--- src/rtl/gpio_ctrl.sv ---
// gpio_ctrl: GPIO controller on the dbus peripheral port.
//
// Features: per-pin direction, atomic set/clear of outputs, an input
// synchroniser, and edge-triggered interrupts with per-pin enable and
// polarity. A bus access is taken on any posedge that sees req && gpio_sel_i.
// The acknowledge comes exactly one cycle later and lasts one cycle.
//
// Optional build macro: GPIO_DEBOUNCE_EN. When it is defined, a per-pin
// debounce filter sits after the synchroniser.
//
// Ports:
//   clk          system clock; all logic runs on posedge
//   rst_n        asynchronous active-low reset
//   dbus2gpio_i  bus request: req, wr, mask[3:0], addr, w_data
//   gpio2dbus_o  bus response: r_data, ack
//   gpio_sel_i   select from the interconnect address decoder
//   gpio_port_i  asynchronous pin inputs
//   gpio_port_o  pin output values (DATA_OUT)
//   gpio_oe_o    per-pin output enable (DIR, 1 = drive)
//   gpio_irq_o   level interrupt, OR of IRQ_STATUS & IRQ_EN

package dbus_pkg;
  typedef struct packed {
    logic        req;
    logic        wr;
    logic [3:0]  mask;
    logic [31:0] addr;
    logic [31:0] w_data;
  } type_dbus2peri_s;

  typedef struct packed {
    logic [31:0] r_data;
    logic        ack;
  } type_peri2dbus_s;
endpackage

module gpio_ctrl
  import dbus_pkg::*;
#(
  parameter int GPIO_WIDTH      = 8,
  parameter int SYNC_STAGES     = 2,
  parameter int DEBOUNCE_CYCLES = 16
) (
  input  logic                  clk,
  input  logic                  rst_n,
  input  type_dbus2peri_s       dbus2gpio_i,
  output type_peri2dbus_s       gpio2dbus_o,
  input  logic                  gpio_sel_i,
  input  logic [GPIO_WIDTH-1:0] gpio_port_i,
  output logic [GPIO_WIDTH-1:0] gpio_port_o,
  output logic [GPIO_WIDTH-1:0] gpio_oe_o,
  output logic                  gpio_irq_o
);

  localparam int W = GPIO_WIDTH;

  localparam logic [2:0] REG_DATA_IN    = 3'd0;
  localparam logic [2:0] REG_DATA_OUT   = 3'd1;
  localparam logic [2:0] REG_DIR        = 3'd2;
  localparam logic [2:0] REG_OUT_SET    = 3'd3;
  localparam logic [2:0] REG_OUT_CLR    = 3'd4;
  localparam logic [2:0] REG_IRQ_EN     = 3'd5;
  localparam logic [2:0] REG_IRQ_POL    = 3'd6;
  localparam logic [2:0] REG_IRQ_STATUS = 3'd7;

  logic [W-1:0] data_out;
  logic [W-1:0] dir;
  logic [W-1:0] irq_en;
  logic [W-1:0] irq_pol;
  logic [W-1:0] irq_status;
  logic [W-1:0] sync_q [SYNC_STAGES];
  logic [W-1:0] sync_in;
  logic [W-1:0] in_val;
  logic [W-1:0] prev_in;
  logic [W-1:0] hw_set;
  logic [W-1:0] w1c;
  logic [W-1:0] wmask;
  logic [W-1:0] wbits;
  logic [31:0]  bmask32;
  logic [31:0]  rd_val;
  logic [31:0]  rdata_q;
  logic         ack_q;
  logic         accept;
  logic         in_map;
  logic         wr_en;
  logic [2:0]   reg_idx;
  logic         unused_bits;

  // Bus decode. The register window covers offsets 0x00-0x1C; higher
  // offsets within addr[11:0] are unmapped.
  assign accept  = dbus2gpio_i.req && gpio_sel_i;
  assign in_map  = (dbus2gpio_i.addr[11:5] == 7'd0);
  assign reg_idx = dbus2gpio_i.addr[4:2];
  assign wr_en   = accept && dbus2gpio_i.wr && in_map;

  assign bmask32 = {{8{dbus2gpio_i.mask[3]}}, {8{dbus2gpio_i.mask[2]}},
                    {8{dbus2gpio_i.mask[1]}}, {8{dbus2gpio_i.mask[0]}}};
  assign wmask   = bmask32[W-1:0];
  assign wbits   = dbus2gpio_i.w_data[W-1:0] & wmask;

  assign unused_bits = ^{dbus2gpio_i.addr[31:12], dbus2gpio_i.addr[1:0],
                         dbus2gpio_i.w_data, bmask32};

  // Input synchroniser.
  always_ff @(posedge clk or negedge rst_n) begin
    if (!rst_n) begin
      for (int i = 0; i < SYNC_STAGES; i++) sync_q[i] <= '0;
    end else begin
      sync_q[0] <= gpio_port_i;
      for (int i = 1; i < SYNC_STAGES; i++) sync_q[i] <= sync_q[i-1];
    end
  end

  assign sync_in = sync_q[SYNC_STAGES-1];

`ifdef GPIO_DEBOUNCE_EN
  localparam int CNT_W = $clog2(DEBOUNCE_CYCLES + 1);

  logic [CNT_W-1:0] db_cnt [W];
  logic [W-1:0]     db_q;

  // The count tracks how many consecutive cycles sync_in has differed from
  // the filtered value. A single cycle of agreement restarts the count.
  always_ff @(posedge clk or negedge rst_n) begin
    if (!rst_n) begin
      db_q <= '0;
      for (int i = 0; i < W; i++) db_cnt[i] <= '0;
    end else begin
      for (int i = 0; i < W; i++) begin
        if (sync_in[i] == db_q[i]) begin
          db_cnt[i] <= '0;
        end else if (db_cnt[i] == CNT_W'(DEBOUNCE_CYCLES - 1)) begin
          db_q[i]   <= sync_in[i];
          db_cnt[i] <= '0;
        end else begin
          db_cnt[i] <= db_cnt[i] + 1'b1;
        end
      end
    end
  end

  assign in_val = db_q;
`else
  assign in_val = sync_in;
`endif

  // Edge detection runs on every pin regardless of DIR.
  // Changing the polarity only changes which edges are selected, so a
  // polarity change alone never creates an event.
  assign hw_set = (irq_pol & in_val & ~prev_in) | (~irq_pol & ~in_val & prev_in);

  always_comb begin
    w1c = '0;
    if (wr_en && reg_idx == REG_IRQ_STATUS) w1c = wbits;
  end

  always_ff @(posedge clk or negedge rst_n) begin
    if (!rst_n) begin
      prev_in    <= '0;
      data_out   <= '0;
      dir        <= '0;
      irq_en     <= '0;
      irq_pol    <= '0;
      irq_status <= '0;
    end else begin
      prev_in <= in_val;
      // A hardware set takes priority over a write-1-to-clear of the same bit.
      irq_status <= (irq_status & ~w1c) | hw_set;
      if (wr_en) begin
        case (reg_idx)
          REG_DATA_OUT: data_out <= (data_out & ~wmask) | wbits;
          REG_DIR:      dir      <= (dir & ~wmask) | wbits;
          REG_OUT_SET:  data_out <= data_out | wbits;
          REG_OUT_CLR:  data_out <= data_out & ~wbits;
          REG_IRQ_EN:   irq_en   <= (irq_en & ~wmask) | wbits;
          REG_IRQ_POL:  irq_pol  <= (irq_pol & ~wmask) | wbits;
          default: ;
        endcase
      end
    end
  end

  always_comb begin
    rd_val = '0;
    if (in_map) begin
      case (reg_idx)
        REG_DATA_IN:    rd_val = 32'(in_val);
        REG_DATA_OUT:   rd_val = 32'(data_out);
        REG_DIR:        rd_val = 32'(dir);
        REG_IRQ_EN:     rd_val = 32'(irq_en);
        REG_IRQ_POL:    rd_val = 32'(irq_pol);
        REG_IRQ_STATUS: rd_val = 32'(irq_status);
        default:        rd_val = '0;
      endcase
    end
  end

  // The response is registered. r_data stays 0 except in the ack cycle of a read.
  always_ff @(posedge clk or negedge rst_n) begin
    if (!rst_n) begin
      ack_q   <= 1'b0;
      rdata_q <= '0;
    end else begin
      ack_q   <= accept;
      rdata_q <= (accept && !dbus2gpio_i.wr) ? rd_val : '0;
    end
  end

  assign gpio2dbus_o.r_data = rdata_q;
  assign gpio2dbus_o.ack    = ack_q;
  assign gpio_port_o        = data_out;
  assign gpio_oe_o          = dir;
  assign gpio_irq_o         = |(irq_status & irq_en);

endmodule

--- config.mk ---
export PLATFORM = sky130hd
export DESIGN_NAME = gpio_ctrl
export DESIGN_NICKNAME = d
export VERILOG_FILES = /design/src/rtl/gpio_ctrl.sv
export SDC_FILE = /design/constraint.sdc
export NUM_CORES = 1
export LEC_CHECK = 0
export BUFFER_PORTS_ARGS = -buffer_cell sky130_fd_sc_hd__buf_2
export CORE_AREA = 2 2 72 102
export DETAILED_ROUTE_END_ITERATION = 6
export DIE_AREA = 0 0 74 104
export GPL_TIMING_DRIVEN = 0
export PLACE_DENSITY = 0.8
export SETUP_SLACK_MARGIN = 0.3
export SLEW_MARGIN = 10
export SYNTH_ARGS = -nofsm -noshare
export SYNTH_HDL_FRONTEND = slang
export SYNTH_SLANG_ARGS = --single-unit
export TNS_END_PERCENT = 20
--- constraint.sdc ---
create_clock -name clk -period 2.9 [get_ports clk]
set_input_delay 0.145 -clock clk [delete_from_list [all_inputs] [get_ports clk]]
set_output_delay 0.145 -clock clk [all_outputs]
set_load 0.005 [all_outputs]
==> metrics.csv <==
metric;value;unit
dpl.hpwl;5240;um
fin_nets;462;
final.setup.tns;0;ps
max_clock_freq;669;MHz
groute.usage.overall;21.4;%
ys_warn_count;0;
core_area;0.00680;sq mm
rsz0062_at_grt;no;
insertion_delay;350;ps
slew_violations;0;
synthDistinctLibCells;36;
drt-pass1-iter-count;5;
netSwitchingFraction;23.1;%
internal-power;1.57;mW
switching_power;471;uW
synth_top_cell_by_area;dfrtp_1;
cp_num_buf_inv;1;
std_cell_rows;36;
whs_path_depth;2;
path_class;in -> reg;
io_pins;131;
p_per_area;494;mW/mm^2
seq_area_frac_synth;55.1;%
cts-htree-levels;3;
numCtsBuffers;9;
drcViolationCount;0;
cts_buffer_depth;2;
worstSetupStartpointType;input pin;
reg2reg_slack;1690;ps
die_w;74;um
cp_max_fo;9;
drive_gt1_share;36.8;%
netlist_area;0.00331;sq mm
place.gp.congestion;0.828;
vias_per_cell;5.34;
drtIter0Drc;235;
die_height;104;um
synth_top_area_share;55.1;%
clockPowerShare;39.5;%
root_buffer;clkbuf_8;
status;completed;
cp_slowest_cell;nor4_4;
ys_seq_elements;73;
min_path_type;in -> reg;
wl;7670;um
synth_area_leaders;dfrtp_1, mux2_2, buf_4;
finalClockSkew;9.29;ps
wl_per_cell;16.0;um
via_count;2570;
endpoint_kind;flip-flop;
hp-start;dbus2gpio_i[0];
ant_nets;0;
maxCapViolCount;0;
slowest_delay;440;ps
antenna_cells;0;
grt_pass1_wl;12200;um
hold_viol_final;0;
irDropWorstVdd;255;uV
syn_avg_cell_area;11.8;sq um
cts_tree;done;
cts.sinks;73;
cts-resized-gates;0;
die-area;0.00770;sq mm
p_comb_share;9.0;%
clk_pin_slew_worst_paths;80;ps
leakage;2.05;nW
rr_worst_depth;3;
tightest_slew;852;ps
reg2reg_to;rdata_q[6]$_DFF_PN0_;
grt_max_degree;61;
first_global_vias;2476;
crit_family;simple AND/OR/NAND/NOR gates;
grt_overflow_total;0;
port-buffer-count;56;
period_share;51.5;%
seqPwrFrac;51.5;%
cp_data_required_time;3130;ps
start_util;48.7;%
area_delta_synth_final;24.7;%
slew_headroom;43.2;%
setup_viol;0;
post-route-min-period;1490;ps
arrival;1730;ps
antenna_found_initial;0;
path_cells;buf_2 -> nor4_4 -> nand4_4 -> nor2_4 -> mux2_2;
synthCells;281;
p_total;2.04;mW
## layout make-up
type | count | area (sq um)
fill | 549 | 2670
sequential | 73 | 1830
multi-input combinational | 189 | 1310
timing repair buffer | 66 | 400
buffer | 34 | 233
clock buffer | 15 | 206
tap | 95 | 119
inverter | 8 | 30.0
clock inverter | 1 | 5.00
## cells in the final DEF, fill, tap and decap left out, types with 12 or more instances in the layout
cell type,synthesis,routed
clkbuf_8,0,15
buf_2,3,58
a22oi_1,12,12
conb_1,1,24
buf_4,25,26
mux2_2,29,29
nand2_1,25,25
nor2_1,13,13
dfrtp_1,73,73
## synth_stat cells (all sizes together)
master   n
a211oi  11
a21o     3
a21oi   11
a221oi   6
a22oi   12
and2     4
and3b    1
and4     2
buf     30
clkbuf   4
conb     1
dfrtp   73
inv      8
mux2    29
mux2i    6
nand2   27
nand3b   2
nand4    5
nor2    15
nor2b    1
nor3     1
nor3b    1
nor4     1
o211ai   9
o21ai    9
o22ai    8
or3b     1
## power groups by stage
| stage | clock, mW | combinational, mW | sequential, mW |
|---|---|---|---|
| after detailed placement | 0 | 0.171 | 1.07 |
| after CTS | 0.825 | 0.181 | 1.05 |
| after global routing | 0.875 | 0.202 | 1.05 |
| after global placement | 0 | 0.161 | 1.07 |
| final | 0.806 | 0.183 | 1.05 |
| after floorplan | 0 | 0.0958 | 1.07 |
## cell families after synthesis
kind of cell    count (synthesis)  synth area share (%)
mux                            35                  11.7
flops                          73                  55.1
compound gates                 69                  14.2
simple gates                   61                  11.0
buf+inv                        42                  7.93
other cells                     1                 0.113
## through the flow
stage | area [sq um] | utilization [%] | setup slack [ps] | cells | hold slack [ps]
after global routing | 4130 | 60.7 | 1360 | 481 | 74.8
after CTS | 4130 | 60.7 | 1430 | 481 | 66.0
final | 4130 | 60.7 | 1410 | 481 | 78.6
after detailed placement | 3830 | 56.3 | 1060 | 456 | 15.7
after floorplan | 3400 | - | 1470 | 304 | -151
after global placement | 3800 | 55.8 | 1100 | 455 | 253
## worst reg2reg max path: stages (launching register included)
cell and delay (ps):
dfrtp_1 400, mux2_2 270, a221oi_1 290, a211oi_1 90
## how the worst max path moves through the flow
stage                     from         to  cells past startpoint
6_report       dbus2gpio_i[39]  flip-flop                      5
5_1_grt        dbus2gpio_i[39]  flip-flop                      5
4_1_cts        dbus2gpio_i[39]  flip-flop                      5
3_5_place_dp   dbus2gpio_i[39]  flip-flop                      5
3_3_place_gp   dbus2gpio_i[39]  flip-flop                      5
2_1_floorplan  dbus2gpio_i[39]  flip-flop                      4
## metal layers
layer	vias up	share of wire (%)	track usage [%]
met5	-	0	0
met4	0	2.9	12.7
li1	1170	-	-
met1	1240	39	26.9
met3	18	7.3	4.46
met2	142	51	33.1
## what timing repair did
item | CTS | global route
setup buffers | 0 | 0
hold buffers | 9 | 0
hold endpoints to repair | 81 | 0
(Power assumes the default switching activity.)
